[config.mk]
export PLATFORM = sky130hd
export DESIGN_NAME = ad9653_spi_master
export DESIGN_NICKNAME = d
export VERILOG_FILES = /design/src/rtl/ad9653_spi_pkg.sv /design/src/rtl/spi_tick_gen.sv /design/src/rtl/ad9653_spi_master.sv
export SDC_FILE = /design/constraint.sdc
export NUM_CORES = 1
export LEC_CHECK = 0
export BUFFER_PORTS_ARGS = -buffer_cell sky130_fd_sc_hd__buf_4
export CAP_MARGIN = 40
export CORE_MARGIN = 2
export CORE_UTILIZATION = 25
export DETAILED_ROUTE_END_ITERATION = 12
export PLACE_DENSITY_LB_ADDON = 0.15
export SLEW_MARGIN = 5
export SYNTH_ARGS = -nofsm -noshare
export SYNTH_HDL_FRONTEND = slang
export SYNTH_HIERARCHICAL = 1
export SYNTH_SLANG_ARGS = --single-unit
[constraint.sdc]
create_clock -name clk -period 2.9 [get_ports clk]
set_input_delay 0.29 -clock clk [delete_from_list [all_inputs] [get_ports clk]]
set_output_delay 0.29 -clock clk [all_outputs]
set_load 0.02 [all_outputs]
[src/rtl/ad9653_spi_pkg.sv]
// Shared constants, state encoding and frame builder for the AD9653 SPI master.
package ad9653_spi_pkg;

  localparam int FRAME_BITS = 24;
  localparam int INSTR_BITS = 16;

  localparam logic [1:0] ST_IDLE  = 2'd0;
  localparam logic [1:0] ST_SHIFT = 2'd1;
  localparam logic [1:0] ST_HOLD  = 2'd2;
  localparam logic [1:0] ST_GAP   = 2'd3;

  // Instruction word is {R/W, W1W0=00 (one byte), A12..A0}; reads shift zeros in the data slot.
  function automatic logic [FRAME_BITS-1:0] build_frame(input logic rw,
                                                        input logic [12:0] addr,
                                                        input logic [7:0] wdata);
    return {rw, 2'b00, addr, (rw ? 8'h00 : wdata)};
  endfunction

endpackage

[src/rtl/spi_tick_gen.sv]
// Half-period timer: tick_o fires on the last of every DIV enabled cycles; clr_i restarts the count.
module spi_tick_gen #(
  parameter int DIV = 4
) (
  input  logic clk,
  input  logic rst,
  input  logic clr_i,
  input  logic en_i,
  output logic tick_o
);

  localparam logic [7:0] LAST = 8'(DIV - 1);

  logic [7:0] cnt_q, cnt_d;

  always_comb begin
    cnt_d = cnt_q;
    if (clr_i)     cnt_d = '0;
    else if (en_i) cnt_d = (cnt_q == LAST) ? '0 : cnt_q + 8'd1;
  end

  always_ff @(posedge clk or posedge rst) begin
    if (rst) cnt_q <= '0;
    else     cnt_q <= cnt_d;
  end

  assign tick_o = en_i && !clr_i && (cnt_q == LAST);

endmodule

[src/rtl/ad9653_spi_master.sv]
// 3-wire SPI master for AD9653 register access (single-byte frames).
// Read support is built only when AD9653_SPI_MASTER_READ_EN is defined.
module ad9653_spi_master
  import ad9653_spi_pkg::*;
#(
  parameter int DIV = 4
) (
  input  logic        clk,
  input  logic        rst,
  input  logic        start,
  input  logic        rw,
  input  logic [12:0] addr,
  input  logic [7:0]  wdata,
  output logic        busy,
  output logic        done,
  output logic [7:0]  rdata,
  output logic        csb,
  output logic        sclk,
  output logic        sdio_o,
  output logic        sdio_oe,
  input  logic        sdio_i
);

  logic [1:0]            state_q, state_d;
  logic [FRAME_BITS-1:0] shreg_q, shreg_d;
  logic [4:0]            bit_q, bit_d;
  logic sclk_q, sclk_d, csb_q, csb_d, sdo_q, sdo_d, oe_q, oe_d;
  logic busy_q, busy_d, done_q, done_d;
  logic accept, tick, rw_eff, oe_drop;

  assign accept = (state_q == ST_IDLE) && start;

  spi_tick_gen #(.DIV(DIV)) u_tick (
    .clk    (clk),
    .rst    (rst),
    .clr_i  (accept),
    .en_i   (state_q != ST_IDLE),
    .tick_o (tick)
  );

`ifdef AD9653_SPI_MASTER_READ_EN
  logic       rd_q, rd_d;
  logic [7:0] rx_q, rx_d, rdata_q, rdata_d;

  assign rw_eff  = rw;
  assign oe_drop = rd_q;

  // Slave data is captured on the clk edge where sclk rises, during the data byte only.
  always_comb begin
    rd_d    = rd_q;
    rx_d    = rx_q;
    rdata_d = rdata_q;
    if (accept) rd_d = rw;
    if (state_q == ST_SHIFT && tick && !sclk_q && rd_q && bit_q >= 5'(INSTR_BITS))
      rx_d = {rx_q[6:0], sdio_i};
    if (state_q == ST_GAP && tick && rd_q) rdata_d = rx_q;
  end

  always_ff @(posedge clk or posedge rst) begin
    if (rst) begin
      rd_q    <= 1'b0;
      rx_q    <= 8'h00;
      rdata_q <= 8'h00;
    end else begin
      rd_q    <= rd_d;
      rx_q    <= rx_d;
      rdata_q <= rdata_d;
    end
  end

  assign rdata = rdata_q;
`else
  logic unused_rd;
  assign unused_rd = rw ^ sdio_i;
  assign rw_eff    = 1'b0;
  assign oe_drop   = 1'b0;
  assign rdata     = 8'h00;
`endif

  always_comb begin
    state_d = state_q;
    shreg_d = shreg_q;
    bit_d   = bit_q;
    sclk_d  = sclk_q;
    csb_d   = csb_q;
    sdo_d   = sdo_q;
    oe_d    = oe_q;
    busy_d  = busy_q;
    done_d  = 1'b0;
    case (state_q)
      ST_IDLE: if (start) begin
        shreg_d = build_frame(rw_eff, addr, wdata);
        sdo_d   = shreg_d[FRAME_BITS-1];
        bit_d   = '0;
        sclk_d  = 1'b0;
        csb_d   = 1'b0;
        oe_d    = 1'b1;
        busy_d  = 1'b1;
        state_d = ST_SHIFT;
      end
      ST_SHIFT: if (tick) begin
        if (!sclk_q) begin
          sclk_d = 1'b1;
        end else begin
          sclk_d = 1'b0;
          if (bit_q == 5'(FRAME_BITS - 1)) begin
            state_d = ST_HOLD;
          end else begin
            bit_d   = bit_q + 5'd1;
            shreg_d = shreg_q << 1;
            sdo_d   = shreg_q[FRAME_BITS-2];
            // Turn the pin around once the instruction has gone out.
            if (oe_drop && bit_q == 5'(INSTR_BITS - 1)) oe_d = 1'b0;
          end
        end
      end
      ST_HOLD: if (tick) begin
        csb_d   = 1'b1;
        sdo_d   = 1'b0;
        oe_d    = 1'b0;
        state_d = ST_GAP;
      end
      default: if (tick) begin
        done_d  = 1'b1;
        busy_d  = 1'b0;
        bit_d   = '0;
        state_d = ST_IDLE;
      end
    endcase
  end

  always_ff @(posedge clk or posedge rst) begin
    if (rst) begin
      state_q <= ST_IDLE;
      shreg_q <= '0;
      bit_q   <= '0;
      sclk_q  <= 1'b0;
      csb_q   <= 1'b1;
      sdo_q   <= 1'b0;
      oe_q    <= 1'b0;
      busy_q  <= 1'b0;
      done_q  <= 1'b0;
    end else begin
      state_q <= state_d;
      shreg_q <= shreg_d;
      bit_q   <= bit_d;
      sclk_q  <= sclk_d;
      csb_q   <= csb_d;
      sdo_q   <= sdo_d;
      oe_q    <= oe_d;
      busy_q  <= busy_d;
      done_q  <= done_d;
    end
  end

  assign busy    = busy_q;
  assign done    = done_q;
  assign csb     = csb_q;
  assign sclk    = sclk_q;
  assign sdio_o  = sdo_q;
  assign sdio_oe = oe_q;

endmodule

==> impl_metrics.env, run 1 <==
export IMPL_ioPinCount=40
export IMPL_tritoncts="built"
export IMPL_syn_avg_cell_area_um2=9.76
export IMPL_grt_usage_pct=11.4
export IMPL_wire_per_inst_um=13.4
export IMPL_postCtsResizedCells=0
export IMPL_worst_setup_path_start_kind="flop"
export IMPL_worst_path_max_fanout=7
export IMPL_totalWireLength_mm=5.43
export IMPL_report_final_slew_viol_count=0
export IMPL_num_rows=35
export IMPL_achievable_frequency_mhz=384
export IMPL_syn_instance_count=244
export IMPL_ys_async_rst_share_pct=100
export IMPL_synthMuxAreaShare_pct=2.57
export IMPL_worstMarginPinSlew_ns=0.588
export IMPL_fin_crit_sh_pct=89.9
export IMPL_initial_antenna_violation_count=0
export IMPL_yosysWarnings=6
export IMPL_timing_critical_path_to_type="flop"
export IMPL_chipWidth_um=102
export IMPL_timing_critical_path_arrival_ns=2.78
export IMPL_drt_initial_drc_count=82
export IMPL_drtPass1Iterations=4
export IMPL_cts_root_buffer_cell="clkbuf_8"
export IMPL_initial_core_util_pct=25.8
export IMPL_power_ir_vdd_worst_v=0.000367
export IMPL_synth_top_family_by_area="compound AO/OA/AOI/OAI gates"
export IMPL_synth_top_cells_by_count="dfrtp_1 (43), o22ai_1 (30), a21oi_1 (19)"
export IMPL_hp_class="input pin to flop"
export IMPL_grt_setup_unrepaired="false"
export IMPL_cts_buffers_inserted=5
export IMPL_dominant_synthesized_flop_cell="dfrtp_1"
export IMPL_static_leakage_power_nw=1.23
export IMPL_timing_hold_violations_final=0
export IMPL_synthToLayoutAreaGrowth_pct=19.9
export IMPL_pin_count_of_the_biggest_net_entering_global_routing=27
export IMPL_worstSetupPathType="flop to flop"
export IMPL_drcViolationCount=0
export IMPL_summed_instance_area_of_the_synthesized_netlist_um2=2380
export IMPL_timing_critical_path_cells="inv_1 > ha_1 > and2_1 > nand2b_1 > nor2_1 > a21boi_1 > or4_1 > a21oi_1 > o22ai_1"
export IMPL_antennaDiodeCount=0
export IMPL_yosys_area_share_adder_pct=3.15
export IMPL_ant_nets=0
export IMPL_floorplan_die_height_um=102
export IMPL_timing_max_slew_rel_slack_pct=59.8
export IMPL_placeableCoreArea_um2=9240
export IMPL_post_cts_setup_buffers=0
export IMPL_synth_compound_gate_area_share_pct=25.3
export IMPL_most_area_consuming_cells_after_synthesis="dfrtp_1 (45%), o22ai_1 (7.9%), a2bb2oi_1 (4.4%), a21oi_1 (4.0%), ha_1 (3.2%)"
export IMPL_overflow=0
export IMPL_first_global_vias=1897
export IMPL_synthDistinctLibCells=49
export IMPL_synth_area_leader_cell="dfrtp_1"
export IMPL_run_status="completed"
export IMPL_timing_final_crit_period_ns=2.61
export IMPL_critPathRequiredTime_ns=3.08
export IMPL_drv_cap=0
export IMPL_sequential_cell_area_fraction_in_the_yosys_report_pct=46.3
export IMPL_place_hpwl_mm=3.85
export IMPL_power_per_cell_area_nw_per_um2=1050
export IMPL_post_synth_xor_area_fraction_pct=0
export IMPL_worst_r2r_setup_slack_ns=0.29
export IMPL_vias=1891
export IMPL_drive_gt1_share_pct=21.5
export IMPL_port_bufs=29
export IMPL_yosysMostFrequentCell="dfrtp_1"
export IMPL_die_area_um2=10300
export IMPL_report_final_setup_viol=0
export IMPL_crit_slowest_cell="or4_1"
export IMPL_htree_levels=2
export IMPL_finalClockSkew_ns=0.00962
export IMPL_clock_sinks=44
export IMPL_clk_path_buf_depth=2
export IMPL_nFillCells=976
export IMPL_cts_clock_pin_slew_for_the_worst_setup_and_hold_paths_ns=0.09
export IMPL_final_core_util_pct=30.9
export IMPL_postSynthRegisterBits=44
export IMPL_synth_edff_count=0
export IMPL_worstSkewPairLatency_ns=0.30
export IMPL_synth_top_area_share_pct=45.2
export IMPL_routabilityCongestion=0.688
export IMPL_setup_tns_ns=0
export IMPL_post_layout_total_power_w=0.00299
export IMPL_final_layout_net_count=306
export IMPL_grt_first_pass_wirelength_mm=9.32
export IMPL_critical_path_max_stage_delay_ns=0.65
export IMPL_synth_simple_area_share_pct=14.4
export IMPL_route_detailed_vias_per_inst=4.68
==> worst paths after layout <==
check | start | end | cells after the start
min in group asynchronous | rst | u_tick/cnt_q[5] | 3
max in group asynchronous | rst | sdio_oe | 5
worst max-delay path | state_q[0] | bit_q[4] | 9
worst min register to register | u_tick/cnt_q[7] | u_tick/cnt_q[7] | 1
worst min-delay path | wdata[0] | shreg_q[0] | 3
worst max register to register | state_q[0] | bit_q[4] | 9
==> placed cells by master, fill, tap and decap left out, types with 2 or more instances in the layout <==
| master | instances |
|---|---|
| nand2b_1 | 5 |
| and2_1 | 2 |
| conb_1 | 8 |
| nor2_1 | 9 |
| inv_1 | 13 |
| ha_1 | 6 |
| clkbuf_8 | 6 |
| nand2_1 | 15 |
| o22ai_1 | 30 |
| nand4b_1 | 2 |
| o21ai_0 | 8 |
| and3_1 | 2 |
| a31oi_1 | 4 |
| mux2i_1 | 5 |
| a2bb2oi_1 | 12 |
| dfrtp_1 | 43 |
| a21oi_1 | 19 |
| a22o_1 | 5 |
| nand4_1 | 2 |
| nand3_1 | 11 |
| buf_4 | 38 |
==> routing by layer <==
layer  wire (um)  vias to the layer above  track usage [%]
met5           0                        -                0
met4          19                        0             2.18
met3         251                        2             2.83
met2        2470                       43             18.1
met1        2690                      891             15.9
li1            -                      955                -
==> report_power, final <==
group          switching [W]  internal [W]
Sequential          0.000182      0.000854
Clock               0.000225      0.000282
Combinational       0.000812      0.000638
==> per-stage QoR <==
stage          worst slack (ns)  area [um2]  hold slack, ns  std cells
2_1_floorplan             0.458        2410           0.106        251
5_1_grt                  0.0154        2860           0.229        404
6_report                  0.294        2860           0.226        404
3_3_place_gp              0.356        2710           0.289        394
3_5_place_dp              0.297        2720           0.283        395
4_1_cts                   0.273        2860           0.218        404
==> what timing repair did <==
action,in CTS,in global routing
hold endpoints to repair,14,0
endpoints found under the setup margin,0,0
hold buffers,1,0
==> cells by family (layout without fill, tap and decap cells) <==
| family | count (synthesis) | in the layout |
|---|---|---|
| compound gates | 89 | 89 |
| simple gates | 61 | 61 |
| mux | 6 | 6 |
| fa+ha+maj | 6 | 6 |
| buf+inv | 37 | 61 |
| other cells | 1 | 8 |
| flops | 44 | 44 |
==> layout make-up <==
class | count | area [um2] | area share, %
clock buffers | 6 | 82.6 | 2.89
flip-flops and latches | 44 | 1100 | 38.6
multi-input cells | 170 | 1110 | 38.9
repair buffers | 40 | 310 | 10.9
well taps | 129 | 161 | 5.65
clock inverters | 2 | 38.8 | 1.36
inverters | 13 | 48.8 | 1.71
==> critical path: cells and delay by family, from the launching register on <==
| family | cells | cell delay (ns) |
|---|---|---|
| flops | 1 | 0.38 |
| compound gates | 3 | 0.46 |
| buf+inv | 1 | 0.09 |
| fa+ha+maj | 1 | 0.22 |
| simple gates | 4 | 1.33 |
==> registers in the layout, indices dropped and copies added, names as in the netlist <==
signal / flops
busy: 1
done: 1
sdio_o: 1
shreg_q: 23
sdio_oe: 1
bit_q: 5
state_q: 2
u_tick/cnt_q: 8
sclk: 1
csb: 1
(Power assumes the default switching activity.)
==> run 2: changes to the inputs <==
==> constraint.sdc (replaced) <==
create_clock -name clk -period 2.6 [get_ports clk]
set_input_delay 0.26 -clock clk [delete_from_list [all_inputs] [get_ports clk]]
set_output_delay 0.26 -clock clk [all_outputs]
set_load 0.02 [all_outputs]
==> run 2 against run 1 <==
Setup slack lost 0.085 ns. First-iteration DRC count shrank 33%. Cell area shrank 1.4%. Final cell count shrank 0.25%. Sequential share of layout area grew 0.57 points. Wire length grew 1.6%. Global-route usage shrank 0.24 points. Clock skew grew 0.0025 ns. Die area is the same. Flip-flop and latch count is the same. Fmax grew 9.0%.
==> impl_metrics.env, run 2 (same netlist as run 1, synthesis figures left out) <==
export IMPL_timing_critical_path_arrival_ns=2.57
export IMPL_htree_levels=2
export IMPL_cell_count_after_placement=395
export IMPL_fin_crit_sh_pct=91.9
export IMPL_finalWorstSetupSlack_ns=0.210
export IMPL_pre_cts_slack_ns=0.227
export IMPL_finalClockSkew_ns=0.0121
export IMPL_port_bufs=29
export IMPL_cts_root_buffer_cell="clkbuf_8"
export IMPL_pin_count_of_the_biggest_net_entering_global_routing=38
export IMPL_nFillCells=959
export IMPL_report_final_setup_viol=0
export IMPL_ant_nets=0
export IMPL_totalWireLength_mm=5.52
export IMPL_hold_ws_ns=0.190
export IMPL_worst_path_max_fanout=7
export IMPL_synthToLayoutAreaGrowth_pct=18.1
export IMPL_grt_usage_pct=11.2
export IMPL_cts_clock_pin_slew_for_the_worst_setup_and_hold_paths_ns=0.09
export IMPL_first_global_vias=1864
export IMPL_run_status="completed"
export IMPL_timing_final_crit_period_ns=2.39
export IMPL_timing_critical_path_to_type="flop"
export IMPL_final_layout_net_count=306
export IMPL_floorplan_die_height_um=102
export IMPL_worstSetupPathType="flop to flop"
export IMPL_regToRegStartpoint="state_q[0]"
export IMPL_report_final_slew_viol_count=0
export IMPL_grt_util_met2_pct=17.6
export IMPL_worstSkewPairLatency_ns=0.31
export IMPL_hp_class="input pin to flop"
export IMPL_seqCellArea_um2=1100
export IMPL_wire_per_inst_um=13.7
export IMPL_multi_input_comb_area_um2=1120
export IMPL_place_hpwl_mm=3.66
export IMPL_initial_core_util_pct=25.8
export IMPL_power_per_cell_area_nw_per_um2=1160
export IMPL_clock_sinks=44
export IMPL_worstHoldStart="wdata[0]"
export IMPL_setup_tns_ns=0
export IMPL_mostFrequentLayoutCell="dfrtp_1"
export IMPL_tritoncts="built"
export IMPL_static_leakage_power_nw=1.21
export IMPL_worstMarginPinSlew_ns=0.503
export IMPL_antennaDiodeCount=0
export IMPL_die_area_um2=10300
export IMPL_crit_path_start="state_q[0]"
export IMPL_placeableCoreArea_um2=9240
export IMPL_routabilityCongestion=0.728
export IMPL_gr_max_usage_layer="met2"
export IMPL_drt_initial_drc_count=55
export IMPL_clk_path_buf_depth=2
export IMPL_largest_register_ffs=23
export IMPL_finish_cell_count_without_fillers=403
export IMPL_mostFrequentLayoutCells="dfrtp_1 (43), buf_4 (39), o22ai_1 (30)"
export IMPL_route_detailed_vias_per_inst=4.74
export IMPL_reg_largest_list="shreg_q x23, u_tick/cnt_q x8, bit_q x5"
export IMPL_global_routing_usage_on_met1_pct=15.0
export IMPL_grt_first_pass_wirelength_mm=9.08
export IMPL_timing_hold_violations_final=0
export IMPL_grtUsageMet3_pct=2.48
export IMPL_overflow=0
export IMPL_ioPinCount=40
export IMPL_largest_register="shreg_q"
export IMPL_drtPass1Iterations=4
export IMPL_vias=1912
export IMPL_drcViolationCount=0
export IMPL_power_ir_vdd_worst_v=0.000362
export IMPL_drive_gt1_share_pct=21.5
export IMPL_num_rows=35
export IMPL_achievable_frequency_mhz=418
export IMPL_chipWidth_um=102
export IMPL_initial_antenna_violation_count=0
export IMPL_critPathRequiredTime_ns=2.78
export IMPL_grt_setup_unrepaired="false"
export IMPL_drv_cap=0
export IMPL_worst_setup_path_start_kind="flop"
export IMPL_timing_max_slew_rel_slack_pct=66.4
export IMPL_cts_buffers_inserted=5
## run 2: path summary, 6_finish.rpt
path | to | slack [ns] | depth (start not counted)
hold reg to reg | u_tick/cnt_q[7] | 0.51 | 1
hold / removal | shreg_q[0] | 0.19 | 3
max in group asynchronous | csb | 1.61 | 4
setup reg to reg | bit_q[4] | 0.21 | 9
min in group asynchronous | u_tick/cnt_q[6] | 0.47 | 3
setup / recovery | bit_q[4] | 0.21 | 9
## run 2: cell type report
class | instances | share of cell area (%)
Clock inverter | 2 | 0.445
Timing Repair Buffer | 40 | 10.8
Clock buffer | 5 | 2.45
Sequential cell | 44 | 39.2
Inverter | 13 | 1.73
Tap cell | 129 | 5.74
Multi-Input combinational cell | 170 | 39.7
## run 2: timing repair
action                                  4_1_cts  5_1_grt
setup buffers                                 0        0
endpoints found under the setup margin        0        1
endpoints found under the hold margin         8        0
resized for setup                             0        2
hold buffers                                  1        0
## run 2: stage by stage
stage          cell area [um2]  util (%)  total power, W
3_3_place_gp              2720      29.4         0.00283
2_1_floorplan             2410         -         0.00243
6_report                  2810      30.5         0.00325
3_5_place_dp              2720      29.4         0.00283
4_1_cts                   2810      30.4         0.00328
5_1_grt                   2810      30.5         0.00354
## run 2: layer usage
| layer | wire length [um] | up-vias | part of all wire, % |
|---|---|---|---|
| met5 | 0 | - | 0 |
| met4 | 64 | 0 | 1.2 |
| met3 | 218 | 5 | 4.0 |
| met2 | 2440 | 32 | 44 |
| met1 | 2790 | 924 | 51 |
| li1 | - | 951 | - |
## run 2: where the power goes
part	internal [W]	total, W	switching, W
Clock	0.000182	0.000430	0.000247
Combinational	0.000741	0.00166	0.000922
Sequential	0.000953	0.00116	0.000206
Total	0.00188	0.00325	0.00138
## run 2: critical path, cell delays in order (launching register included)
cell and delay (ns):
dfrtp_1 0.38, inv_1 0.08, ha_1 0.22, and2_1 0.15, nand2b_1 0.18, nor2_1 0.18
a21boi_1 0.16, or4_1 0.65, a21oi_1 0.18, o22ai_1 0.09
==> run 3: changes to the inputs <==
--- a/config.mk
+++ b/config.mk
@@ -9,6 +9,7 @@
 export CAP_MARGIN = 40
 export CORE_MARGIN = 2
 export CORE_UTILIZATION = 25
+export CTS_CLUSTER_DIAMETER = 200
 export DETAILED_ROUTE_END_ITERATION = 12
 export PLACE_DENSITY_LB_ADDON = 0.15
 export SLEW_MARGIN = 5
==> constraint.sdc (replaced) <==
create_clock -name clk -period 2.6 [get_ports clk]
set_input_delay 0.52 -clock clk [delete_from_list [all_inputs] [get_ports clk]]
set_output_delay 0.52 -clock clk [all_outputs]
set_load 0.02 [all_outputs]
==> run 3 against run 2 <==
Wire length is 3.6% lower. Critical path depth is 2 higher. Clock power is 2% lower. Register-to-register slack better by 0.03 ns. Combinational power hardly changed.
==> impl_metrics.env, run 3 (same netlist as run 1, synthesis figures left out) <==
export IMPL_reg2reg_depth=11
export IMPL_mostFrequentLayoutCells="dfrtp_1 (43), buf_4 (40), o22ai_1 (30)"
export IMPL_htree_levels=2
export IMPL_tritoncts="built"
export IMPL_antennaDiodeCount=0
export IMPL_worst_path_stages=11
export IMPL_ioPinCount=40
export IMPL_critical_path_max_stage_delay_ns=0.39
export IMPL_chipWidth_um=102
export IMPL_route_detailed_vias_per_inst=4.69
export IMPL_drt_initial_drc_count=45
export IMPL_drcViolationCount=0
export IMPL_totalWireLength_mm=5.32
export IMPL_synthToLayoutAreaGrowth_pct=17.8
export IMPL_setup_tns_ns=0
export IMPL_place_hpwl_mm=3.55
export IMPL_grt_first_pass_wirelength_mm=9.00
export IMPL_cts_root_buffer_cell="clkbuf_8"
export IMPL_clk_path_buf_depth=2
export IMPL_switching_fraction_pct=41.7
export IMPL_vias=1890
export IMPL_multi_input_comb_area_um2=1110
export IMPL_nFillCells=977
export IMPL_global_routing_usage_on_met1_pct=14.3
export IMPL_cp_num_buf_inv=4
export IMPL_timing_final_crit_period_ns=2.36
export IMPL_internal_power_w=0.00188
export IMPL_finalWorstSetupSlack_ns=0.239
export IMPL_pin_count_of_the_biggest_net_entering_global_routing=38
export IMPL_seqCellArea_um2=1100
export IMPL_timing_hold_violations_final=0
export IMPL_holdBufCountCts=0
export IMPL_overflow=0
export IMPL_worst_setup_path_start_kind="flop"
export IMPL_critical_path_top_delay_family="simple AND/OR/NAND/NOR gates"
export IMPL_power_per_cell_area_nw_per_um2=1150
export IMPL_report_final_slew_viol_count=0
export IMPL_grtUsageMet3_pct=2.35
export IMPL_largest_register="shreg_q"
export IMPL_worstSkewPairLatency_ns=0.30
export IMPL_timing_critical_path_to_type="flop"
export IMPL_drtPass1Iterations=4
export IMPL_postCtsResizedCells=0
export IMPL_timing_critical_path_cells="inv_1 > ha_1 > and2_1 > nand2b_1 > nor2_1 > buf_4 > inv_1 > a2111oi_0 > buf_4 > mux2i_1 > nand2_1"
export IMPL_wire_per_inst_um=13.2
export IMPL_initial_core_util_pct=25.8
export IMPL_power_switching_w=0.00135
export IMPL_final_layout_net_count=306
export IMPL_drv_cap=0
export IMPL_ant_nets=0
export IMPL_largest_register_ffs=23
export IMPL_worstMarginPinSlew_ns=0.539
export IMPL_die_area_um2=10300
export IMPL_crit_path_start="state_q[0]"
export IMPL_mostFrequentLayoutCell="dfrtp_1"
export IMPL_share_of_total_power_in_the_clock_network_pct=13.1
export IMPL_regToRegStartpoint="state_q[0]"
export IMPL_timing_critical_path_arrival_ns=2.54
export IMPL_grt_usage_pct=10.8
export IMPL_port_bufs=29
export IMPL_gr_max_usage_layer="met2"
export IMPL_grt_setup_unrepaired="false"
export IMPL_finalClockSkew_ns=0.0128
export IMPL_drive_gt1_share_pct=21.5
export IMPL_worst_path_max_fanout=9
export IMPL_placeableCoreArea_um2=9240
export IMPL_floorplan_die_height_um=102
export IMPL_post_cts_setup_buffers=0
export IMPL_timing_max_slew_rel_slack_pct=63.9
export IMPL_cts_clock_pin_slew_for_the_worst_setup_and_hold_paths_ns=0.08
export IMPL_grt_util_met2_pct=17.8
export IMPL_pre_cts_slack_ns=0.221
export IMPL_crit_slowest_cell="a2111oi_0"
export IMPL_cts_buffers_inserted=5
export IMPL_power_frac_seq_pct=35.9
export IMPL_num_rows=35
export IMPL_clock_sinks=44
export IMPL_share_comb_of_total_power_pct=51.0
export IMPL_first_global_vias=1864
export IMPL_worstSetupPathType="flop to flop"
export IMPL_initial_antenna_violation_count=0
export IMPL_critPathRequiredTime_ns=2.78
export IMPL_power_ir_vdd_worst_v=0.000379
export IMPL_run_status="completed"
export IMPL_reg_largest_list="shreg_q x23, u_tick/cnt_q x8, bit_q x5"
export IMPL_hp_class="input pin to async pin"
export IMPL_report_final_setup_viol=0
export IMPL_fin_crit_sh_pct=90.8
export IMPL_routabilityCongestion=0.727
export IMPL_static_leakage_power_nw=1.21
export IMPL_achievable_frequency_mhz=423
-- run 3: changes by cell type in the layout (fill, tap and decap cells not counted) --
cell,change
a2111oi_0,+1
a2111oi_2,-1
buf_4,+1
dlygate4sd3_1,-1
-- run 3: path summary, 6_finish.rpt --
| check | to | slack [ns] |
|---|---|---|
| worst max-delay path | sdio_o | 0.24 |
| worst min-delay path | u_tick/cnt_q[5] | 0.18 |
| worst max register to register | sdio_o | 0.24 |
| worst min register to register | u_tick/cnt_q[7] | 0.52 |
| max in group asynchronous | csb | 1.88 |
| min in group clk | shreg_q[0] | 0.46 |
-- run 3: layout make-up --
| cell class | count | share of cell area [%] |
|---|---|---|
| Multi-Input combinational cell | 170 | 39.6 |
| Clock inverter | 2 | 0.446 |
| Clock buffer | 5 | 2.45 |
| Tap cell | 129 | 5.75 |
| Inverter | 13 | 1.74 |
| Timing Repair Buffer | 40 | 10.7 |
| Sequential cell | 44 | 39.3 |
-- run 3: metrics by stage --
step                      hold slack, ns  utilization [%]  std cells  power (W)  instance area, um2
final                              0.179             30.4        403    0.00323                2810
after global routing               0.192             30.4        403    0.00352                2810
after CTS                          0.179             30.4        403    0.00328                2810
after detailed placement           0.504             29.5        396    0.00283                2720
after global placement             0.508             29.5        396    0.00284                2720
after floorplan                    0.336                -        251    0.00243                2410
-- run 3: power by group through the flow --
stage,Sequential (W),Combinational (W),Clock (W)
4_1_cts,0.00116,0.00167,0.000456
5_1_grt,0.00120,0.00184,0.000480
6_report,0.00116,0.00165,0.000422
3_3_place_gp,0.00117,0.00167,0
3_5_place_dp,0.00117,0.00166,0
2_1_floorplan,0.00117,0.00127,0
-- run 3: routing by layer --
metal | wire length (um) | part of all wire, %
met3 | 169 | 3.2
met4 | 31 | 0.58
met5 | 0 | 0
met1 | 2710 | 51
met2 | 2400 | 45
